### config.mk
export PLATFORM = sky130hd
export DESIGN_NAME = dmem_arbiter
export DESIGN_NICKNAME = d
export VERILOG_FILES = /design/src/rtl/dmem_arbiter.sv
export SDC_FILE = /design/constraint.sdc
export NUM_CORES = 1
export LEC_CHECK = 0
export CAP_MARGIN = 20
export CORE_MARGIN = 3
export CORE_UTILIZATION = 30
export CTS_BUF_LIST = sky130_fd_sc_hd__clkbuf_16
export DETAILED_ROUTE_END_ITERATION = 8
export HOLD_SLACK_MARGIN = 0.1
export PLACE_DENSITY_LB_ADDON = 0.08
export SKIP_LAST_GASP = 1
export SYNTH_ARGS = -nofsm -noshare
export SYNTH_HDL_FRONTEND = slang
export SYNTH_SLANG_ARGS = --single-unit
### constraint.sdc
create_clock -name clk -period 3.9 [get_ports clk]
set_input_delay 0.585 -clock clk [delete_from_list [all_inputs] [get_ports clk]]
set_output_delay 0.585 -clock clk [all_outputs]
set_load 0.05 [all_outputs]
### src/rtl/dmem_arbiter.sv
// dmem_arbiter: shares one data memory between two requesters.
//   rq0 = CPU load/store path, rq1 = peripheral/DMA engine.
//   Arbitration is round-robin. A requester can hold a locked burst for
//   atomic sequences. The lock is forced off after MAX_BURST accepted beats.
//   Each accepted transfer gets a registered one-cycle response
//   (rvalid/rdata/err). Illegal or misaligned addresses never reach memory;
//   they return err = 1.
// Ports:
//   clk, reset             clock; asynchronous active-high reset
//   rqN_req/wr/lock        request, write flag, keep-ownership flag
//   rqN_addr/wdata         byte address and write data
//   rqN_gnt                combinational grant; accepted when req & gnt
//   rqN_rvalid/rdata/err   registered response, one cycle after acceptance
//   mem_rd/wr/addr/wdata   memory strobes and payload (0 when idle)
//   mem_rdata              combinational read data from the memory
module dmem_arbiter #(
  parameter int unsigned DATA_W    = 32,
  parameter int unsigned ADDR_W    = 32,
  parameter int unsigned MEM_BYTES = 1024,
  parameter int unsigned MAX_BURST = 8
) (
  input  logic              clk,
  input  logic              reset,
  input  logic              rq0_req,
  input  logic              rq0_wr,
  input  logic              rq0_lock,
  input  logic [ADDR_W-1:0] rq0_addr,
  input  logic [DATA_W-1:0] rq0_wdata,
  input  logic              rq1_req,
  input  logic              rq1_wr,
  input  logic              rq1_lock,
  input  logic [ADDR_W-1:0] rq1_addr,
  input  logic [DATA_W-1:0] rq1_wdata,
  output logic              rq0_gnt,
  output logic              rq0_rvalid,
  output logic [DATA_W-1:0] rq0_rdata,
  output logic              rq0_err,
  output logic              rq1_gnt,
  output logic              rq1_rvalid,
  output logic [DATA_W-1:0] rq1_rdata,
  output logic              rq1_err,
  output logic              mem_rd,
  output logic              mem_wr,
  output logic [ADDR_W-1:0] mem_addr,
  output logic [DATA_W-1:0] mem_wdata,
  input  logic [DATA_W-1:0] mem_rdata
);

  localparam int unsigned CNT_W = $clog2(MAX_BURST) + 1;

  typedef enum logic {ARB = 1'b0, LOCKED = 1'b1} mode_e;

  mode_e              mode_q, mode_d;
  logic               owner_q, owner_d;
  logic               last_q, last_d;
  logic [CNT_W-1:0]   cnt_q, cnt_d;
  logic               rvalid0_q, rvalid0_d, rvalid1_q, rvalid1_d;
  logic               err0_q, err0_d, err1_q, err1_d;
  logic [DATA_W-1:0]  rdata0_q, rdata0_d, rdata1_q, rdata1_d;

  logic               gnt0, gnt1, accept, win;
  logic               owner_busy;
  logic               win_wr, win_lock, legal;
  logic [ADDR_W-1:0]  win_addr;
  logic [DATA_W-1:0]  win_wdata;

  // Grant selection; reset gates everything so no strobe leaks out during reset.
  always_comb begin
    gnt0       = 1'b0;
    gnt1       = 1'b0;
    // The lock only holds while the owner keeps requesting; otherwise it
    // releases in the same cycle and plain round-robin applies.
    owner_busy = (mode_q == LOCKED) && (owner_q ? rq1_req : rq0_req);
    if (!reset) begin
      if (owner_busy) begin
        gnt0 = !owner_q;
        gnt1 = owner_q;
      end else if (rq0_req && rq1_req) begin
        gnt0 = last_q;
        gnt1 = !last_q;
      end else begin
        gnt0 = rq0_req;
        gnt1 = rq1_req;
      end
    end
  end

  // Winner payload mux and address legality.
  always_comb begin
    accept    = gnt0 | gnt1;
    win       = gnt1;
    win_wr    = win ? rq1_wr    : rq0_wr;
    win_lock  = win ? rq1_lock  : rq0_lock;
    win_addr  = win ? rq1_addr  : rq0_addr;
    win_wdata = win ? rq1_wdata : rq0_wdata;
    legal     = (win_addr < ADDR_W'(MEM_BYTES)) && (win_addr[1:0] == 2'b00);
  end

  assign rq0_gnt   = gnt0;
  assign rq1_gnt   = gnt1;
  assign mem_rd    = accept && !win_wr && legal;
  assign mem_wr    = accept &&  win_wr && legal;
  assign mem_addr  = accept ? win_addr  : '0;
  assign mem_wdata = accept ? win_wdata : '0;

  // Next-state: lock/burst tracking and response capture.
  always_comb begin
    mode_d    = mode_q;
    owner_d   = owner_q;
    last_d    = last_q;
    cnt_d     = cnt_q;
    rvalid0_d = 1'b0;
    rvalid1_d = 1'b0;
    err0_d    = 1'b0;
    err1_d    = 1'b0;
    rdata0_d  = rdata0_q;
    rdata1_d  = rdata1_q;

    if (mode_q == LOCKED && !owner_busy) begin
      mode_d = ARB;
      cnt_d  = '0;
    end

    if (accept) begin
      last_d = win;
      if (owner_busy) begin
        // Owner beat: keep going unless it drops lock or hits the burst cap.
        if (win_lock && (cnt_q + CNT_W'(1)) != CNT_W'(MAX_BURST)) begin
          cnt_d = cnt_q + CNT_W'(1);
        end else begin
          mode_d = ARB;
          cnt_d  = '0;
        end
      end else if (win_lock) begin
        mode_d  = LOCKED;
        owner_d = win;
        cnt_d   = CNT_W'(1);
      end

      if (win) begin
        rvalid1_d = 1'b1;
        err1_d    = !legal;
        if (!legal)       rdata1_d = '0;
        else if (!win_wr) rdata1_d = mem_rdata;
      end else begin
        rvalid0_d = 1'b1;
        err0_d    = !legal;
        if (!legal)       rdata0_d = '0;
        else if (!win_wr) rdata0_d = mem_rdata;
      end
    end
  end

  // State registers; last resets to 1 so rq0 wins the first conflict.
  always_ff @(posedge clk or posedge reset) begin
    if (reset) begin
      mode_q    <= ARB;
      owner_q   <= 1'b0;
      last_q    <= 1'b1;
      cnt_q     <= '0;
      rvalid0_q <= 1'b0;
      rvalid1_q <= 1'b0;
      err0_q    <= 1'b0;
      err1_q    <= 1'b0;
      rdata0_q  <= '0;
      rdata1_q  <= '0;
    end else begin
      mode_q    <= mode_d;
      owner_q   <= owner_d;
      last_q    <= last_d;
      cnt_q     <= cnt_d;
      rvalid0_q <= rvalid0_d;
      rvalid1_q <= rvalid1_d;
      err0_q    <= err0_d;
      err1_q    <= err1_d;
      rdata0_q  <= rdata0_d;
      rdata1_q  <= rdata1_d;
    end
  end

  assign rq0_rvalid = rvalid0_q;
  assign rq1_rvalid = rvalid1_q;
  assign rq0_err    = err0_q;
  assign rq1_err    = err1_q;
  assign rq0_rdata  = rdata0_q;
  assign rq1_rdata  = rdata1_q;

endmodule

==> summary.txt, run 1 <==
CLOCKING
------------------------------------------------------------------------------------
Count of H-tree levels built during CTS                                            3
Post-CTS Setup Inserts                                                             0
Num CTS Buffers                                                                    9
Clock transition at the registers of the reported paths                        50 ps
Later-pin clock latency in the skew report                                    330 ps
CTS tree                                                                         yes
CTS root buffer                                                            clkbuf_16
Number of clock sinks seen by CTS                                                 75
# hold bufs at CTS                                                                 0
Longest Clk Path Bufs                                                              2
PostCTS Resize Cnt                                                                 0

CRITICAL PATH
------------------------------------------------------------------------------------
Kind of cell adding the most delay to the critical path                 buffers and inverters
Worst-case reg-to-reg path depth                                                   8
Maximum cell stage delay along the critical path                              510 ps
Buffering stage count on the worst path with inverters included                    4
Cells traversed along the worst timing path                             clkdlybuf4s50_1 > nor2b_1 > nand2_4 > inv_2 > buf_12 > a22o_1 > buf_12
Standard cell with the maximum stage delay on the critical path         clkdlybuf4s50_1
Most common cell on crit path                                                 buf_12
Largest fanout on the critical path                                               46
Type of the setup path with the least slack                                in -> out
Total number of cells along the worst setup path                                   7
Data required, critical path                                                 3310 ps
Data arrival time at the worst-slack endpoint                                2660 ps
Crit end category                                                       primary output
Sort of element at the start of the critical path                          input pin

TIMING
------------------------------------------------------------------------------------
Final number of hold-violating endpoints                                           0
Tightest hold margin                                                          459 ps
Final worst-path setup slack                                                  660 ps
Min cycle time layout                                                        3240 ps
Highest Clock Rate                                                         0.309 GHz
Max Slew Vio Count                                                                 0
Final worst-path cycle share                                                   0.831
Maximum clock skew at final layout                                           8.77 ps
RSZ-0062 raised after global routing                                              no
Final Setup Violations                                                             0
Measured slew at the worst slew-check pin                                     931 ps
Final sum of negative setup slack                                               0 ps
Slew margin rel.                                                               0.379

GLOBAL ROUTING
------------------------------------------------------------------------------------
Maximum number of pins on one net before global-route repair                      76
Aggregate global routing overflow                                                  0
Aggregate global-route resource usage                                          0.232
Number of antenna violations at the first check in global routing                  1
Number of global-route vias before repair                                       4181
Wire length of the first global-routing pass                                24800 um

CELLS AND AREA
------------------------------------------------------------------------------------
Leading cell types in the layout, fill and taps excluded                clkdlybuf4s50_1 (235), a22o_1 (127), dfrtp_1 (74), buf_12 (70), clkbuf_16 (9)
Count of antenna diodes in the layout                                              0
Final standard cell utilization of the core                                    0.647
Number of fill cells in the layout                                               984
Fin cells                                                                        771
Layout net count                                                                 768
Post-Layout Inst Area                                                     7830 sq um
Fraction of layout cells with a size suffix above 1                            0.182
Growth of design area from synthesis to finish                                  110%
Most common library cell in the layout ignoring fill and taps           clkdlybuf4s50_1

WORST HOLD PATH
------------------------------------------------------------------------------------
Kind of path behind the tightest hold check                               reg -> reg
Hold path depth                                                                    2

DETAILED ROUTING
------------------------------------------------------------------------------------
Number of DRC violations after detailed-routing iteration 0                      309
Vias                                                                            3987
Detail-routed via count per cell                                                5.17
Total detailed-routing wirelength                                           16600 um
Residual DRC                                                                       0
Routed Antenna Nets                                                                0
Per-cell routed wire length                                                  21.6 um
Iteration count of the initial detailed-routing pass                               4

FLOORPLANNING
------------------------------------------------------------------------------------
Overall die area                                                         13800 sq um
Top-level port count                                                             304
Die Height                                                                    118 um
Floorplan row count                                                               40
Effective utilization at floorplan                                             0.308
Die width                                                                     118 um
Total core area                                                          12100 sq um

SYNTH
------------------------------------------------------------------------------------
Proportion of synthesized flip-flops having asynchronous set or reset           1.00
Synthesized area per cell                                                 12.3 sq um
Netlist Area Pre-Place                                                    3740 sq um
Synthesis-stage register bit count                                                75
Most used flip-flop cell after synthesis                                     dfrtp_1
Cell type with the largest total area after synthesis                        dfrtp_1
Distinct cell type count of the synthesized netlist                               44
Synthesis Warnings                                                                 0
Synth top area share                                                           0.496
Number of enable-type register cells in the synthesized netlist                    0
Count of mapped cells out of synthesis                                           304
Syn Nets                                                                         474
Sequential element share of the synthesized area                               0.503
Cell types occupying the most area after synthesis                      dfrtp_1 (50%), a22o_1 (30%), buf_6 (1.8%), nor4_1 (1.3%), nor4_2 (1.3%)

PLACE
------------------------------------------------------------------------------------
Placed cells                                                                     754
Final GP Congestion                                                            0.958
Setup slack after placement                                                   608 ps
Area post-placement                                                       7540 sq um
Port-buffer cells                                                                303
Post-detail-place hpwl                                                      13000 um

JOB
------------------------------------------------------------------------------------
Number of violations of the max-capacitance limit                                  0

PWR
------------------------------------------------------------------------------------
Power Total                                                                  2.55 mW
Leakage dissipation                                                          3.33 nW
Power density over the cells                                             326 nW/um^2
Worst voltage drop across the vdd grid                                      0.203 mV

RUN STATUS
------------------------------------------------------------------------------------
Status                                                                     completed

[state kept, by name (all words and copies together) (netlist names)]
name and count:
cnt_q 4, last_q 1, mode_q 1, owner_q 1, rq0_err 1, rq0_rdata 32, rq0_rvalid 1, rq1_err 1
rq1_rdata 32, rq1_rvalid 1
[cell type report]
cell class	count	area [sq um]	share of cell area
flip-flops and latches	75	1880	0.240
clock buffers	9	225	0.0288
multi-input cells	194	1650	0.211
well taps	168	210	0.0268
inverters	9	37.5	0.00479
repair buffers	309	3780	0.483
clock inverters	7	45.0	0.00575
[where the power goes]
group	total [mW]	internal [mW]	switching, mW
clock	0.739	0.428	0.312
sequential	0.815	0.798	0.0174
combinational	0.999	0.489	0.509
total	2.55	1.72	0.838
[kinds of logic (layout without fill, tap and decap cells)]
family          after synthesis  after routing  share of synthesized area
xor+xnor                      2              2                    0.00469
fa+ha+maj                     2              2                    0.00670
simple gates                 42             42                     0.0851
mux                           1              1                    0.00301
compound gates              147            147                      0.343
flops                        75             75                      0.503
buf+inv                      35            334                     0.0553
[final timing paths]
kind                       slack, ps                         to          startpoint
max reg2reg                     1560         cnt_q[3]$_DFF_PP0_  last_q$_DFFE_PP1N_
min in group asynchronous       1020  rq1_rdata[31]$_DFFE_PP0P_               reset
max in group asynchronous       2270   rq1_rdata[1]$_DFFE_PP0P_               reset
min reg2reg                      460         last_q$_DFFE_PP1N_  last_q$_DFFE_PP1N_
max                              660               mem_wdata[9]             rq1_req
min                              460         last_q$_DFFE_PP1N_  last_q$_DFFE_PP1N_
[tightest hold or removal path: cells and delay by family (launching register included)]
family,cells,cell delay [ps]
and+or+nand+nor,2,90
DFF,1,370
[metal layers]
| layer | wire length [um] | part of all wire | GRT usage |
|---|---|---|---|
| met5 | 16 | 0.00096 | 0 |
| met2 | 8470 | 0.51 | 0.407 |
| met4 | 397 | 0.024 | 0.0762 |
| met3 | 1400 | 0.084 | 0.0764 |
| met1 | 6340 | 0.38 | 0.267 |
[synth_stat cells (3+ instances only)]
library cell    n
nand2_1         7
inv_1           7
a32o_1          4
nor4_1          8
buf_4           6
nor4_2          4
a21oi_1         3
buf_6           6
buf_2           6
a22o_1        127
dfrtp_1        74
nor2_1          3
clkbuf_1        8
Power figures use the tool's default switching activity.
==> inputs of run 2 (changes only) <==
--- a/config.mk
+++ b/config.mk
@@ -6,10 +6,10 @@
 export NUM_CORES = 1
 export LEC_CHECK = 0
 export CAP_MARGIN = 20
-export CORE_MARGIN = 3
-export CORE_UTILIZATION = 30
+export CORE_AREA = 3 3 117 119
 export CTS_BUF_LIST = sky130_fd_sc_hd__clkbuf_16
 export DETAILED_ROUTE_END_ITERATION = 8
+export DIE_AREA = 0 0 120 122
 export HOLD_SLACK_MARGIN = 0.1
 export PLACE_DENSITY_LB_ADDON = 0.08
 export SKIP_LAST_GASP = 1
==> constraint.sdc (replaced) <==
create_clock -name clk -period 3.35 [get_ports clk]
set_input_delay 0.5025 -clock clk [delete_from_list [all_inputs] [get_ports clk]]
set_output_delay 0.5025 -clock clk [all_outputs]
set_load 0.05 [all_outputs]
==> run 2 against run 1 <==
  * Final cell count up 1.0%
  * Design area rose by 1.0%
  * Clock-buffer cell count unchanged
  * Critical endpoint is now mem_wdata[15]
  * Setup slack got worse by 190 ps
  * Global-route usage fell by 0.57 points
  * Highest routed layer is now met4
  * Largest power group unchanged
  * Sequential share of layout area down 0.24 points
==> summary.txt, run 2 (same netlist as run 1, synthesis figures left out) <==
PWR
--------------------------------------------------------------------------------
Combinational fraction of design power                                     0.376
Int Power                                                                2.09 mW
Clock Power Share                                                          0.318
Share of power burned in registers                                         0.306
Net Sw Frac                                                                0.325
Leakage dissipation                                                      3.35 nW
Sw Pwr                                                                   1.01 mW
Worst voltage drop across the vdd grid                                  0.229 mV
Power density over the cells                                         392 nW/um^2

DETAILED ROUTING
--------------------------------------------------------------------------------
Residual DRC                                                                   0
Total detailed-routing wirelength                                       17000 um
Routed Antenna Nets                                                            0
Per-cell routed wire length                                              21.8 um
Detail-routed via count per cell                                            5.13
Number of DRC violations after detailed-routing iteration 0                  221
Iteration count of the initial detailed-routing pass                           4
Vias                                                                        3996

JOB
--------------------------------------------------------------------------------
Number of violations of the max-capacitance limit                              0

GLOBAL ROUTING
--------------------------------------------------------------------------------
Wire length of the first global-routing pass                            25500 um
Aggregate global-route resource usage                                      0.226
Aggregate global routing overflow                                              0
Number of global-route vias before repair                                   4209
Number of antenna violations at the first check in global routing              1
Maximum number of pins on one net before global-route repair                  76

CELLS AND AREA
--------------------------------------------------------------------------------
Most common library cell in the layout ignoring fill and taps       clkdlybuf4s50_1
Fraction of layout cells with a size suffix above 1                        0.188
Leading cell types in the layout, fill and taps excluded            clkdlybuf4s50_1 (235), a22o_1 (127), dfrtp_1 (74), buf_12 (71), clkbuf_16 (9)
Growth of design area from synthesis to finish                              112%
Layout net count                                                             771

CLOCKING
--------------------------------------------------------------------------------
PostCTS Resize Cnt                                                             0
Post-CTS Setup Inserts                                                         0
# hold bufs at CTS                                                             0
CTS root buffer                                                        clkbuf_16
Number of clock sinks seen by CTS                                             75
Num CTS Buffers                                                                9
CTS tree                                                                     yes
Longest Clk Path Bufs                                                          2
Count of H-tree levels built during CTS                                        3
Later-pin clock latency in the skew report                                330 ps
Clock transition at the registers of the reported paths                    60 ps

TIMING
--------------------------------------------------------------------------------
Maximum clock skew at final layout                                       7.98 ps
Min cycle time layout                                                    2880 ps
Max Slew Vio Count                                                             0
Final worst-path cycle share                                               0.859
Highest Clock Rate                                                     0.347 GHz
Final worst-path setup slack                                              472 ps
Final Setup Violations                                                         0
RSZ-0062 raised after global routing                                          no
Final number of hold-violating endpoints                                       0
Slew margin rel.                                                           0.378
Tightest hold margin                                                      467 ps
Final sum of negative setup slack                                           0 ps
Measured slew at the worst slew-check pin                                 933 ps

WORST HOLD PATH
--------------------------------------------------------------------------------
Kind of path behind the tightest hold check                           reg -> reg

CRITICAL PATH
--------------------------------------------------------------------------------
Crit end category                                                   primary output
Sort of element at the start of the critical path                      input pin
Data required, critical path                                             2850 ps
Kind of cell adding the most delay to the critical path             buffers and inverters
Data arrival time at the worst-slack endpoint                            2380 ps
Cells traversed along the worst timing path                         clkdlybuf4s50_1 > nor2b_1 > nand2_4 > inv_2 > buf_4 > a22o_1 > buf_12
Maximum cell stage delay along the critical path                          500 ps
Standard cell with the maximum stage delay on the critical path     clkdlybuf4s50_1
Largest fanout on the critical path                                           26
Type of the setup path with the least slack                            in -> out
Buffering stage count on the worst path with inverters included                4

RUN STATUS
--------------------------------------------------------------------------------
Status                                                                 completed

FLOORPLANNING
--------------------------------------------------------------------------------
Top-level port count                                                         304
Die width                                                                 120 um
Floorplan row count                                                           41
Die Height                                                                122 um
Total core area                                                      12700 sq um
Effective utilization at floorplan                                         0.295
Overall die area                                                     14600 sq um

PLACE
--------------------------------------------------------------------------------
Final GP Congestion                                                        0.923
Port-buffer cells                                                            303
Post-detail-place hpwl                                                  13500 um
Setup slack after placement                                               170 ps

run 2: layout make-up:
type	count	area, sq um
Fill cell	1059	4760
Timing Repair Buffer	312	3820
Sequential cell	75	1880
Multi-Input combinational cell	194	1650
Clock buffer	9	225
Tap cell	172	215
Clock inverter	7	82.6
Inverter	9	37.5
Antenna cell	1	2.50
run 2: path summary, 6_finish.rpt:
path | start | endpoint | slack [ps] | cells past startpoint
setup / recovery | rq1_req | mem_wdata[15] | 470 | 7
hold / removal | last_q$_DFFE_PP1N_ | last_q$_DFFE_PP1N_ | 470 | 2
setup reg to reg | last_q$_DFFE_PP1N_ | cnt_q[3]$_DFF_PP0_ | 1250 | 8
hold reg to reg | last_q$_DFFE_PP1N_ | last_q$_DFFE_PP1N_ | 470 | 2
max in group asynchronous | reset | rq1_err$_DFF_PP0_ | 1810 | 3
min in group asynchronous | reset | rq0_rvalid$_DFF_PP0_ | 930 | 3
run 2: per-layer routing:
layer  track usage  wire length, um  vias to the layer above
met2         0.396             8820                      201
met3        0.0887             1550                       20
li1              -                -                     1828
met4        0.0523              308                        0
met5             0                0                        -
met1         0.262             6280                     1947
run 2: worst reg2reg max path, stage by stage (launching register included):
cell and delay [ps]:
dfstp_2 530, nand2b_1 80, nand3_2 100, nand3_4 120, inv_2 210, buf_12 290, a32o_1 290, nor2_1 120
a22o_1 240
run 2: stage by stage:
stage,util,std cells,total power [mW],area (sq um)
after floorplan,-,304,1.48,3740
after global placement,0.598,761,2.13,7580
after detailed placement,0.598,761,2.14,7580
after CTS,0.623,777,3.13,7890
after global routing,0.624,779,3.22,7910
final,0.624,779,3.10,7910
run 2: power groups by stage:
stage / Clock, mW / Sequential (mW) / Combinational (mW)
3_3_place_gp: 0 / 0.964 / 1.16
4_1_cts: 1.01 / 0.949 / 1.17
2_1_floorplan: 0 / 0.976 / 0.503
5_1_grt: 1.05 / 0.953 / 1.22
6_report: 0.986 / 0.949 / 1.17
3_5_place_dp: 0 / 0.966 / 1.17
==> inputs of run 3 (changes only) <==
--- a/config.mk
+++ b/config.mk
@@ -6,10 +6,11 @@
 export NUM_CORES = 1
 export LEC_CHECK = 0
 export CAP_MARGIN = 20
-export CORE_AREA = 3 3 117 119
+export CORE_MARGIN = 3
+export CORE_UTILIZATION = 30
 export CTS_BUF_LIST = sky130_fd_sc_hd__clkbuf_16
 export DETAILED_ROUTE_END_ITERATION = 8
-export DIE_AREA = 0 0 120 122
+export GPL_TIMING_DRIVEN = 0
 export HOLD_SLACK_MARGIN = 0.1
 export PLACE_DENSITY_LB_ADDON = 0.08
 export SKIP_LAST_GASP = 1
==> constraint.sdc (replaced) <==
create_clock -name clk -period 2.5 [get_ports clk]
set_input_delay 0.375 -clock clk [delete_from_list [all_inputs] [get_ports clk]]
set_output_delay 0.375 -clock clk [all_outputs]
set_load 0.05 [all_outputs]
==> run 3 against run 2 <==
  * Hold slack got worse by 110 ps
  * Sequential cell count unchanged
  * Sequential power increased by 34%
  * Final cell count increased by 2.7%
  * Critical path depth unchanged
  * Die area decreased by 5.5%
  * Clock-buffer cell count unchanged
  * Critical path type is now reg -> out
  * Largest cell class unchanged
  * Largest power group unchanged
==> summary.txt, run 3 (same netlist as run 1, synthesis figures left out) <==
RUN STATUS
--------------------------------------------------------------------------------
Status                                                                 completed

CELLS AND AREA
--------------------------------------------------------------------------------
Leading cell types in the layout, fill and taps excluded            clkdlybuf4s50_1 (233), dfrtp_1 (74), a22o_1 (64), a22o_4 (60), buf_2 (41)
Post-Layout Inst Area                                                 7800 sq um
Growth of design area from synthesis to finish                              109%
Number of fill cells in the layout                                          1042
Layout net count                                                             795
Fraction of layout cells with a size suffix above 1                        0.332
Most common library cell in the layout ignoring fill and taps       clkdlybuf4s50_1
Area taken by flip-flops and latches                                  1880 sq um
Multi-input combinational cell area                                   2220 sq um
Fin cells                                                                    800
Final standard cell utilization of the core                                0.644

CLOCKING
--------------------------------------------------------------------------------
CTS tree                                                                     yes
Later-pin clock latency in the skew report                                320 ps
Number of clock sinks seen by CTS                                             75
# hold bufs at CTS                                                             0
Longest Clk Path Bufs                                                          2
CTS root buffer                                                        clkbuf_16
Count of H-tree levels built during CTS                                        3
Num CTS Buffers                                                                9
Clock transition at the registers of the reported paths                    50 ps

CRITICAL PATH
--------------------------------------------------------------------------------
Flop-to-flop setup slack                                                  650 ps
Cells traversed along the worst timing path                         nand2b_1 > a21o_1 > nand2_4 > inv_4 > buf_8 > a22o_2 > clkdlybuf4s15_2
Kind of cell adding the most delay to the critical path             buffers and inverters
Data arrival time at the worst-slack endpoint                            2070 ps
R2R Path Start                                                      last_q$_DFFE_PP1N_
Sort of element at the start of the critical path                           flop
Buffering stage count on the worst path with inverters included                3
Maximum cell stage delay along the critical path                          530 ps
Largest fanout on the critical path                                           10
Worst-case reg-to-reg path depth                                               8
Crit end category                                                   primary output
Type of the setup path with the least slack                           reg -> out
Standard cell with the maximum stage delay on the critical path          dfstp_2
Data required, critical path                                             2120 ps
Reg2Reg Capture Point                                               rq0_rdata[26]$_DFFE_PP0P_

TIMING
--------------------------------------------------------------------------------
Slew margin rel.                                                           0.394
Min cycle time layout                                                    2440 ps
Final Setup Violations                                                         0
Final number of hold-violating endpoints                                       0
Highest Clock Rate                                                     0.409 GHz
Max Slew Vio Count                                                             0
Measured slew at the worst slew-check pin                                 903 ps
Final sum of negative setup slack                                           0 ps
Maximum clock skew at final layout                                       5.85 ps
RSZ-0062 raised after global routing                                         yes
Final worst-path cycle share                                               0.977

DETAILED ROUTING
--------------------------------------------------------------------------------
Number of DRC violations after detailed-routing iteration 0                  227
Residual DRC                                                                   0
Routed Antenna Nets                                                            0
Vias                                                                        4054
Total detailed-routing wirelength                                       17000 um
Iteration count of the initial detailed-routing pass                           4
Detail-routed via count per cell                                            5.07
Per-cell routed wire length                                              21.2 um

PWR
--------------------------------------------------------------------------------
Power density over the cells                                         513 nW/um^2
Share of power burned in registers                                         0.318
Leakage dissipation                                                      3.57 nW
Sw Pwr                                                                   1.29 mW
Combinational fraction of design power                                     0.351
Worst voltage drop across the vdd grid                                  0.378 mV
Net Sw Frac                                                                0.321
Clock Power Share                                                          0.331
Int Power                                                                2.72 mW
Power Total                                                              4.00 mW

FLOORPLANNING
--------------------------------------------------------------------------------
Overall die area                                                     13800 sq um
Die width                                                                 118 um
Floorplan row count                                                           40
Effective utilization at floorplan                                         0.308
Top-level port count                                                         304
Total core area                                                      12100 sq um
Die Height                                                                118 um

PLACE
--------------------------------------------------------------------------------
Post-detail-place hpwl                                                  13800 um
Port-buffer cells                                                            303
Final GP Congestion                                                        0.817
Area post-placement                                                   7580 sq um
Placed cells                                                                 776

GLOBAL ROUTING
--------------------------------------------------------------------------------
Maximum number of pins on one net before global-route repair                  44
Number of global-route vias before repair                                   4446
Aggregate global-route resource usage                                      0.240
Wire length of the first global-routing pass                            26000 um
Aggregate global routing overflow                                              0
Number of antenna violations at the first check in global routing              2

JOB
--------------------------------------------------------------------------------
Number of violations of the max-capacitance limit                              0

WORST HOLD PATH
--------------------------------------------------------------------------------
Kind of path behind the tightest hold check                          in -> async

## run 3: layer usage
metal / track usage / up-vias / routed length (um)
met5: 0 / - / 0
met4: 0.0718 / 0 / 350
met3: 0.0807 / 19 / 1390
met2: 0.448 / 170 / 9150
met1: 0.257 / 1971 / 6080
li1: - / 1894 / -
## run 3: power groups by stage
stage	Clock (mW)	Sequential, mW	Combinational [mW]
after floorplan	0	1.31	0.830
after global placement	0	1.29	1.44
after detailed placement	0	1.29	1.45
after CTS	1.35	1.27	1.40
after global routing	1.40	1.27	1.48
final	1.32	1.27	1.40
## run 3: how the worst max path moves through the flow
stage	start	end	cells after the start
4_1_cts	last_q$_DFFE_PP1N_	mem_addr[3]	7
5_1_grt	rq0_addr[15]	mem_rd	6
3_5_place_dp	reset	mem_wdata[9]	8
3_3_place_gp	reset	mem_wdata[9]	8
2_1_floorplan	reset	mem_wdata[10]	6
6_report	last_q$_DFFE_PP1N_	mem_addr[1]	7
## run 3: what timing repair did
| item | 4_1_cts | 5_1_grt |
|---|---|---|
| endpoints found under the hold margin | 0 | 0 |
| buffers inserted | 4 | 1 |
| pin swaps | 3 | 6 |
| endpoints found under the setup margin | 71 | 45 |
| resized for setup | 350 | 43 |
| cloned | 1 | 0 |
## run 3: through the flow
step	setup slack (ps)	hold slack, ps
final	57.1	361
after global routing	-53.3	382
after CTS	9.35	373
after detailed placement	-1370	454
after global placement	-2290	449
after floorplan	-360	439
## run 3: tightest hold or removal path, stage by stage
cell           delay [ps]
dlygate4sd2_1         310
clkinvlp_4            120
buf_4                 240
## run 3: cell type report
type,count,share of cell area
sequential,75,0.241
multi-input combinational,194,0.285
buffer,26,0.0316
tap,168,0.0270
clock inverter,6,0.0104
inverter,9,0.00546
antenna,3,0.000963
timing repair buffer,309,0.369
timing repair inverter,1,0.000642
clock buffer,9,0.0289
